## src/rtl/ysyx_23060203_ifu_if.sv

```systemverilog
// Instruction-memory bus and IFU->IDU instruction handshake bundled for the IFU.
// valid/ready: a transfer happens on a clock edge where both are high; a raised valid holds its payload until that edge.
interface ysyx_23060203_ifu_if;
   logic        mem_req_valid;
   logic        mem_req_ready;
   logic [31:0] mem_req_addr;
   logic        mem_resp_valid;
   logic        mem_resp_ready;
   logic [31:0] mem_resp_data;
   logic        out_valid;
   logic        out_ready;
   logic [31:0] out_pc;
   logic [31:0] out_inst;

   modport master (
      output mem_req_valid, mem_req_addr, mem_resp_ready, out_valid, out_pc, out_inst,
      input  mem_req_ready, mem_resp_valid, mem_resp_data, out_ready
   );

   modport slave (
      input  mem_req_valid, mem_req_addr, mem_resp_ready, out_valid, out_pc, out_inst,
      output mem_req_ready, mem_resp_valid, mem_resp_data, out_ready
   );
endinterface

```

## src/rtl/ysyx_23060203_ifu.sv

```systemverilog
// Instruction fetch unit: single-outstanding word fetch, static next-PC prediction,
// 2-entry {pc, inst} queue toward the IDU, wrong-path discard on flush/jump redirect.
module ysyx_23060203_ifu #(
   parameter logic [31:0] RESET_PC = 32'h3000_0000
) (
   input  logic                      clock,
   input  logic                      reset,
   input  logic                      flush,
   input  logic [31:0]               flush_dnpc,
   input  logic                      jump_flush,
   input  logic [31:0]               jump_dnpc,
   ysyx_23060203_ifu_if.master       bus,
   output logic [1:0]                dbg_state_o
);

   typedef enum logic [1:0] {
      S_IDLE = 2'd0,
      S_REQ  = 2'd1,
      S_WAIT = 2'd2
   } state_e;

   state_e      state_q, state_d;
   logic [31:0] fetch_pc_q, fetch_pc_d;
   logic [31:0] req_addr_q, req_addr_d;
   logic        drop_q, drop_d;
   logic [1:0]  count_q, count_d;
   logic        head_q, head_d;
   logic [31:0] fifo_pc_q   [2];
   logic [31:0] fifo_inst_q [2];

   logic        redirect;
   logic [31:0] target;
   logic        resp_fire;
   logic        out_valid_w;
   logic        enq;
   logic        deq;
   logic        wr_ptr;
   logic [31:0] pred_pc;
   logic [31:0] next_fetch;
   logic [31:0] imm_j;
   logic [31:0] imm_b;
   logic [4:0]  opcode;

   assign redirect    = flush | jump_flush;
   assign target      = flush ? flush_dnpc : jump_dnpc;
   assign resp_fire   = (state_q == S_WAIT) & bus.mem_resp_valid;
   assign out_valid_w = (count_q != 2'd0) & ~redirect;
   assign deq         = out_valid_w & bus.out_ready;
   // A redirect cycle's response is wrong-path even when drop is still clear.
   assign enq         = resp_fire & ~drop_q & ~redirect;
   assign wr_ptr      = head_q ^ count_q[0];

   assign opcode = bus.mem_resp_data[6:2];
   assign imm_j  = {{12{bus.mem_resp_data[31]}}, bus.mem_resp_data[19:12],
                    bus.mem_resp_data[20], bus.mem_resp_data[30:21], 1'b0};
   assign imm_b  = {{20{bus.mem_resp_data[31]}}, bus.mem_resp_data[7],
                    bus.mem_resp_data[30:25], bus.mem_resp_data[11:8], 1'b0};

   always_comb begin
      pred_pc = req_addr_q + 32'd4;
      if (opcode == 5'b11011) begin
         pred_pc = req_addr_q + imm_j;
      end else if ((opcode == 5'b11000) && bus.mem_resp_data[31]) begin
         pred_pc = req_addr_q + imm_b;
      end
   end

   always_comb begin
      count_d = count_q;
      head_d  = head_q;
      if (redirect) begin
         count_d = 2'd0;
         head_d  = 1'b0;
      end else begin
         if (enq && !deq) count_d = count_q + 2'd1;
         if (!enq && deq) count_d = count_q - 2'd1;
         if (deq)         head_d  = ~head_q;
      end
   end

   always_comb begin
      state_d    = state_q;
      fetch_pc_d = fetch_pc_q;
      req_addr_d = req_addr_q;
      drop_d     = drop_q;
      next_fetch = fetch_pc_q;
      case (state_q)
         S_IDLE: begin
            if (redirect) begin
               fetch_pc_d = target;
               req_addr_d = target;
               state_d    = S_REQ;
            end else if (count_q < 2'd2) begin
               req_addr_d = fetch_pc_q;
               state_d    = S_REQ;
            end
         end
         S_REQ: begin
            if (redirect) begin
               fetch_pc_d = target;
               drop_d     = 1'b1;
            end
            if (bus.mem_req_ready) state_d = S_WAIT;
         end
         S_WAIT: begin
            if (redirect) begin
               fetch_pc_d = target;
               if (bus.mem_resp_valid) begin
                  drop_d     = 1'b0;
                  req_addr_d = target;
                  state_d    = S_REQ;
               end else begin
                  drop_d = 1'b1;
               end
            end else if (bus.mem_resp_valid) begin
               // A dropped response leaves fetch_pc at the redirect target.
               if (drop_q) begin
                  drop_d = 1'b0;
               end else begin
                  next_fetch = pred_pc;
               end
               fetch_pc_d = next_fetch;
               if (count_d < 2'd2) begin
                  req_addr_d = next_fetch;
                  state_d    = S_REQ;
               end else begin
                  state_d = S_IDLE;
               end
            end
         end
         default: state_d = S_IDLE;
      endcase
   end

   always_ff @(posedge clock or posedge reset) begin
      if (reset) begin
         state_q    <= S_IDLE;
         fetch_pc_q <= RESET_PC;
         req_addr_q <= '0;
         drop_q     <= 1'b0;
         count_q    <= 2'd0;
         head_q     <= 1'b0;
         for (int i = 0; i < 2; i++) begin
            fifo_pc_q[i]   <= '0;
            fifo_inst_q[i] <= '0;
         end
      end else begin
         state_q    <= state_d;
         fetch_pc_q <= fetch_pc_d;
         req_addr_q <= req_addr_d;
         drop_q     <= drop_d;
         count_q    <= count_d;
         head_q     <= head_d;
         if (enq) begin
            fifo_pc_q[wr_ptr]   <= req_addr_q;
            fifo_inst_q[wr_ptr] <= bus.mem_resp_data;
         end
      end
   end

   assign bus.mem_req_valid  = (state_q == S_REQ);
   assign bus.mem_req_addr   = req_addr_q;
   assign bus.mem_resp_ready = 1'b1;
   assign bus.out_valid      = out_valid_w;
   assign bus.out_pc         = fifo_pc_q[head_q];
   assign bus.out_inst       = fifo_inst_q[head_q];
   assign dbg_state_o        = state_q;

endmodule

```

## src/flat_wrapper.sv

```systemverilog
// flat-port wrapper written by rule: the top's interface ports become plain ports
module ysyx_23060203_ifu_flat 
#(
   parameter logic [31:0] RESET_PC = 32'h3000_0000
)
  (clock, reset, flush, flush_dnpc, jump_flush, jump_dnpc, dbg_state_o, bus_mem_req_valid, bus_mem_req_addr, bus_mem_resp_ready, bus_out_valid, bus_out_pc, bus_out_inst, bus_mem_req_ready, bus_mem_resp_valid, bus_mem_resp_data, bus_out_ready);
  ysyx_23060203_ifu_if bus_i ();
  input  logic clock;
  input  logic reset;
  input  logic flush;
  input  logic [31:0] flush_dnpc;
  input  logic jump_flush;
  input  logic [31:0] jump_dnpc;
  output logic [1:0] dbg_state_o;
  output wire logic [$bits(bus_i.mem_req_valid)-1:0] bus_mem_req_valid;
  output wire logic [$bits(bus_i.mem_req_addr)-1:0] bus_mem_req_addr;
  output wire logic [$bits(bus_i.mem_resp_ready)-1:0] bus_mem_resp_ready;
  output wire logic [$bits(bus_i.out_valid)-1:0] bus_out_valid;
  output wire logic [$bits(bus_i.out_pc)-1:0] bus_out_pc;
  output wire logic [$bits(bus_i.out_inst)-1:0] bus_out_inst;
  input wire logic [$bits(bus_i.mem_req_ready)-1:0] bus_mem_req_ready;
  input wire logic [$bits(bus_i.mem_resp_valid)-1:0] bus_mem_resp_valid;
  input wire logic [$bits(bus_i.mem_resp_data)-1:0] bus_mem_resp_data;
  input wire logic [$bits(bus_i.out_ready)-1:0] bus_out_ready;
  assign bus_mem_req_valid = bus_i.mem_req_valid;
  assign bus_mem_req_addr = bus_i.mem_req_addr;
  assign bus_mem_resp_ready = bus_i.mem_resp_ready;
  assign bus_out_valid = bus_i.out_valid;
  assign bus_out_pc = bus_i.out_pc;
  assign bus_out_inst = bus_i.out_inst;
  assign bus_i.mem_req_ready = bus_mem_req_ready;
  assign bus_i.mem_resp_valid = bus_mem_resp_valid;
  assign bus_i.mem_resp_data = bus_mem_resp_data;
  assign bus_i.out_ready = bus_out_ready;
  ysyx_23060203_ifu #(.RESET_PC(RESET_PC)) u_core (.clock(clock), .reset(reset), .flush(flush), .flush_dnpc(flush_dnpc), .jump_flush(jump_flush), .jump_dnpc(jump_dnpc), .bus(bus_i), .dbg_state_o(dbg_state_o));
endmodule
```

## config.mk

```make
export PLATFORM = sky130hd
export DESIGN_NAME = ysyx_23060203_ifu_flat
export DESIGN_NICKNAME = d
export VERILOG_FILES = /design/src/rtl/ysyx_23060203_ifu_if.sv /design/src/rtl/ysyx_23060203_ifu.sv /design/src/flat_wrapper.sv
export SDC_FILE = /design/constraint.sdc
export NUM_CORES = 1
export LEC_CHECK = 0
export CAP_MARGIN = 25
export CELL_PAD_IN_SITES_DETAIL_PLACEMENT = 0
export CELL_PAD_IN_SITES_GLOBAL_PLACEMENT = 1
export CORE_MARGIN = 2
export CORE_UTILIZATION = 39
export CTS_BUF_LIST = sky130_fd_sc_hd__clkbuf_8
export DETAILED_ROUTE_END_ITERATION = 12
export MAX_ROUTING_LAYER = met4
export PLACE_DENSITY = 0.88
export SYNTH_ARGS = -nofsm -noshare
export SYNTH_HDL_FRONTEND = slang
export SYNTH_SLANG_ARGS = --single-unit
```

## constraint.sdc

```tcl
create_clock -name clock -period 8.1 [get_ports clock]
set_input_delay 2.43 -clock clock [delete_from_list [all_inputs] [get_ports clock]]
set_output_delay 2.43 -clock clock [all_outputs]
set_load 0.1 [all_outputs]
```

==> impl_results.md <==
- Count of different cell masters after synthesis: 88
- Crit path kind: input port to primary output
- CTS tree: done
- Combinational share of power: between 60% and 70%
- Routed WL per cell: ~22 microns
- Die height: around 200 microns
- Yosys reg bits: a little under 200
- Sequential share of power: 24.6%
- Gr ovfl total: 0
- CTS clk-pin slew, worst paths: ~100 ps
- Pwr dens: ~410 nW/um^2
- Vias in the first global route: around 13000
- Period utilization: 78.26%
- Ys async rst share: 100.0%
- Remaining DRCs: 0
- RSZ-0062 raised after global routing: no
- Slew headroom: about 28%
- Core ar.: between 30000 and 40000 sq um
- Initial Util: roughly two fifths
- Final setup TNS: 0 ps
- Cell area after synthesis: between 10000 and 15000 sq um
- Pre-CTS setup slack: between 1500 and 2000 ps
- WHS Path Cells: 1
- Clock skew: between 20 and 25 ps
- First-pass GRT wire length: 74870 microns
- Post-DP HPWL: around 35000 microns
- Share of Yosys cell area claimed by the top area cell type: roughly 34%
- Hold Crit Class: flop to flop
- Layout cell share with drive strength beyond 1: about 17%
- Maxcap violations: 0
- Total CTS buffers: 17
- Post-CTS Resized: 0
- Switching share of power: between 50% and 60%
- Most instantiated cells after synthesis: dfrtp_1 (196), mux2_2 (196), nor2_1 (149), nand2_1 (115), a21oi_1 (103)
- Hold Buf Count CTS: 0
- Leading area contributor after synthesis: dfrtp_1
- # Post-CTS Setup Buffers: 0
- Number of synthesized flops with an enable pin: 0
- Detailed Route WL: just under 50000 microns
- Clock share of power: between 9 and 10%
- Status: completed
- Ys Warns: 0
- Largest cells by area after synthesis: dfrtp_1 (34%), mux2_2 (15%), ha_1 (4.1%)
- Tot GR Track Use: 25.77%
- Nets: roughly 1900
- Row cnt: 70
- Post-Synthesis Net Count: around 1700
- Max-slew violations: 0
- N_diodes: 0
- Post-route ant nets: 0
- Final hold viol count: 0
- Final Instance Area: ~17000 sq um
- Part of the Yosys area used for sequential elements: 34.52%
- Pin count of the biggest net entering global routing: 71
- Reg-to-reg slack, setup: between 4000 and 5000 ps
- Cells after Synth: ~1600
- Clk root buf: clkbuf_8
- DRT Pass-1 Iters: 5
- Crit. End Element: primary output
- Fin cells: 2191
- F_max: 0.1578 GHz
- Clock buffer depth: 2
- Vias/cell: just over 6
- Min-Delay Startpoint: u_core.fifo_inst_q[12]$_DFFE_PP0P_
- PnR Total Power: 6.960 mW
- Crit Path Max Fanout: 6
- Via count: between 10000 and 15000
- Cell Int Power: between 2 and 3 mW
- Worst Path Arrival: 3910 ps
- Startpoint types: input port
- DP Cell Count: approximately 2200
- IO Count: between 200 and 250
- Area Overhead vs Synth: 19.18%
- PortBufs: 202
- Skew-Pair Late Insertion Delay: 510 ps
- Min cycle time layout: roughly 6300 ps
- Die Wd: just under 200 microns
- Clock sinks: slightly below 200
- Dpl cell area: ~17000 sq um
- Leakage: 7.268 nW
- Avg Inst Size Synth: 9.105 sq um
- Switch Pwr: 4.039 mW
- Initial antenna violation count: 0
- Worst r2r path cells: 11
- WP data required: between 5000 and 6000 ps
- Number of H-tree levels: 4
- Final setup viols: 0
- Main synth FF type: dfrtp_1
- Gpl congestion: a little under 1
- Slew at the pin closest to its max-slew limit: about 1100 ps
- Final setup margin: around 1800 ps
- Hold-critical path endpoint: u_core.fifo_inst_q[12]$_DFFE_PP0P_
- Die area: 38370 sq um
- Worst reg2reg startpoint: u_core.dbg_state_o[0]$_DFFE_PP0P_
- VDD IR-drop max: roughly 0.4 mV
- R2R Path End: u_core.bus.mem_req_addr[6]$_DFFE_PP0P_
- 1st-iter DRT viols: around 1100
## worst max path at each step
stage,start,to,slack (ps),depth (start not counted)
final,jump_flush,bus_out_valid,1760,4
after global routing,jump_flush,bus_out_valid,1710,4
after CTS,jump_flush,bus_out_valid,1750,4
after detailed placement,jump_flush,bus_out_valid,1760,4
after global placement,jump_flush,bus_out_valid,1770,4
after floorplan,reset,u_core.bus.mem_req_addr[0]$_DFFE_PP0P_,280,1
## through the flow
step / hold slack (ps) / util (%)
finish: 491.4 / 46.97
global route: 506.4 / 46.97
CTS: 496.5 / 46.97
detailed placement: 473.5 / 45.87
global placement: 461.3 / 45.79
floorplan: 452.2 / -
## final cells by class
class,count,area [sq um]
multi-input cells,1243,8840
repair buffers,226,2227
inverters,24,97.59
flip-flops and latches,198,4962
fillers,3459,19320
clock buffers,18,247.7
well taps,468,585.6
clock inverters,14,152.6
## state kept, by name, indices dropped and copies added (netlist names)
signal                   count
u_core.fetch_pc_q           32
u_core.fifo_pc_q            64
u_core.bus.mem_req_addr     32
u_core.head_q                1
u_core.drop_q                1
u_core.dbg_state_o           2
u_core.fifo_inst_q          64
u_core.count_q               2
## critical path: stages
cell and delay [ps]:
clkdlybuf4s50_1 620, or2_2 400, nor2_1 150, buf_4 320
## cells by family after synthesis
group,synth area share (%)
simple gates,15.89
fa+ha+maj,4.374
other cells,0.02612
xor+xnor,2.867
flops,34.52
buf+inv,4.122
compound gates,20.16
mux,18.04
## cells in the final DEF (no fill, tap or decap), types with 7 or more instances in the layout
cell type        Yosys  layout
a211o_1             10      10
a211oi_1            20      19
a21boi_0             7       7
a21o_1              24      24
a21oi_1            103     103
a221oi_1             8       8
a311oi_1             9       9
a31oi_1             40      40
and2_1              13      13
and3_1              20      19
and4_1               7       7
buf_4               11      23
clkbuf_8             0      18
clkdlybuf4s50_1      0     200
dfrtp_1            196     194
ha_1                47      47
inv_1               23      25
mux2_1              10      10
mux2_2             196     196
mux2i_1             27      27
nand2_1            115     115
nand3_1             44      43
nand4_1             22      22
nor2_1             149     148
nor2b_1             16      16
nor3_1              44      44
nor4_1               8       8
o211ai_1            22      22
o21a_1              10      10
o21ai_0             96      96
o21ai_1              8       8
o221ai_1             8       8
o31ai_1              9       9
or3_1                9       9
xnor2_1             21      21
xor2_1              26      26
## per-layer routing
metal | part of all wire, % | routed length [microns] | vias to the layer above | track usage (%)
li1 | - | - | 6123 | -
met1 | 43 | 20840 | 6605 | 32.94
met3 | 5.1 | 2473 | 74 | 3.112
met2 | 49 | 23510 | 469 | 42.82
met5 | 0 | 0 | - | -
met4 | 2.9 | 1374 | 0 | 8.025
## power groups by stage
stage          combinational [mW]  clock (mW)  sequential (mW)
2_1_floorplan                2.92           0             2.11
3_3_place_gp                 4.49           0             1.70
3_5_place_dp                 4.53           0             1.72
4_1_cts                      4.55       0.692             1.70
5_1_grt                      4.85       0.727             1.75
6_report                     4.58       0.672             1.71
Power figures use the tool's default switching activity.
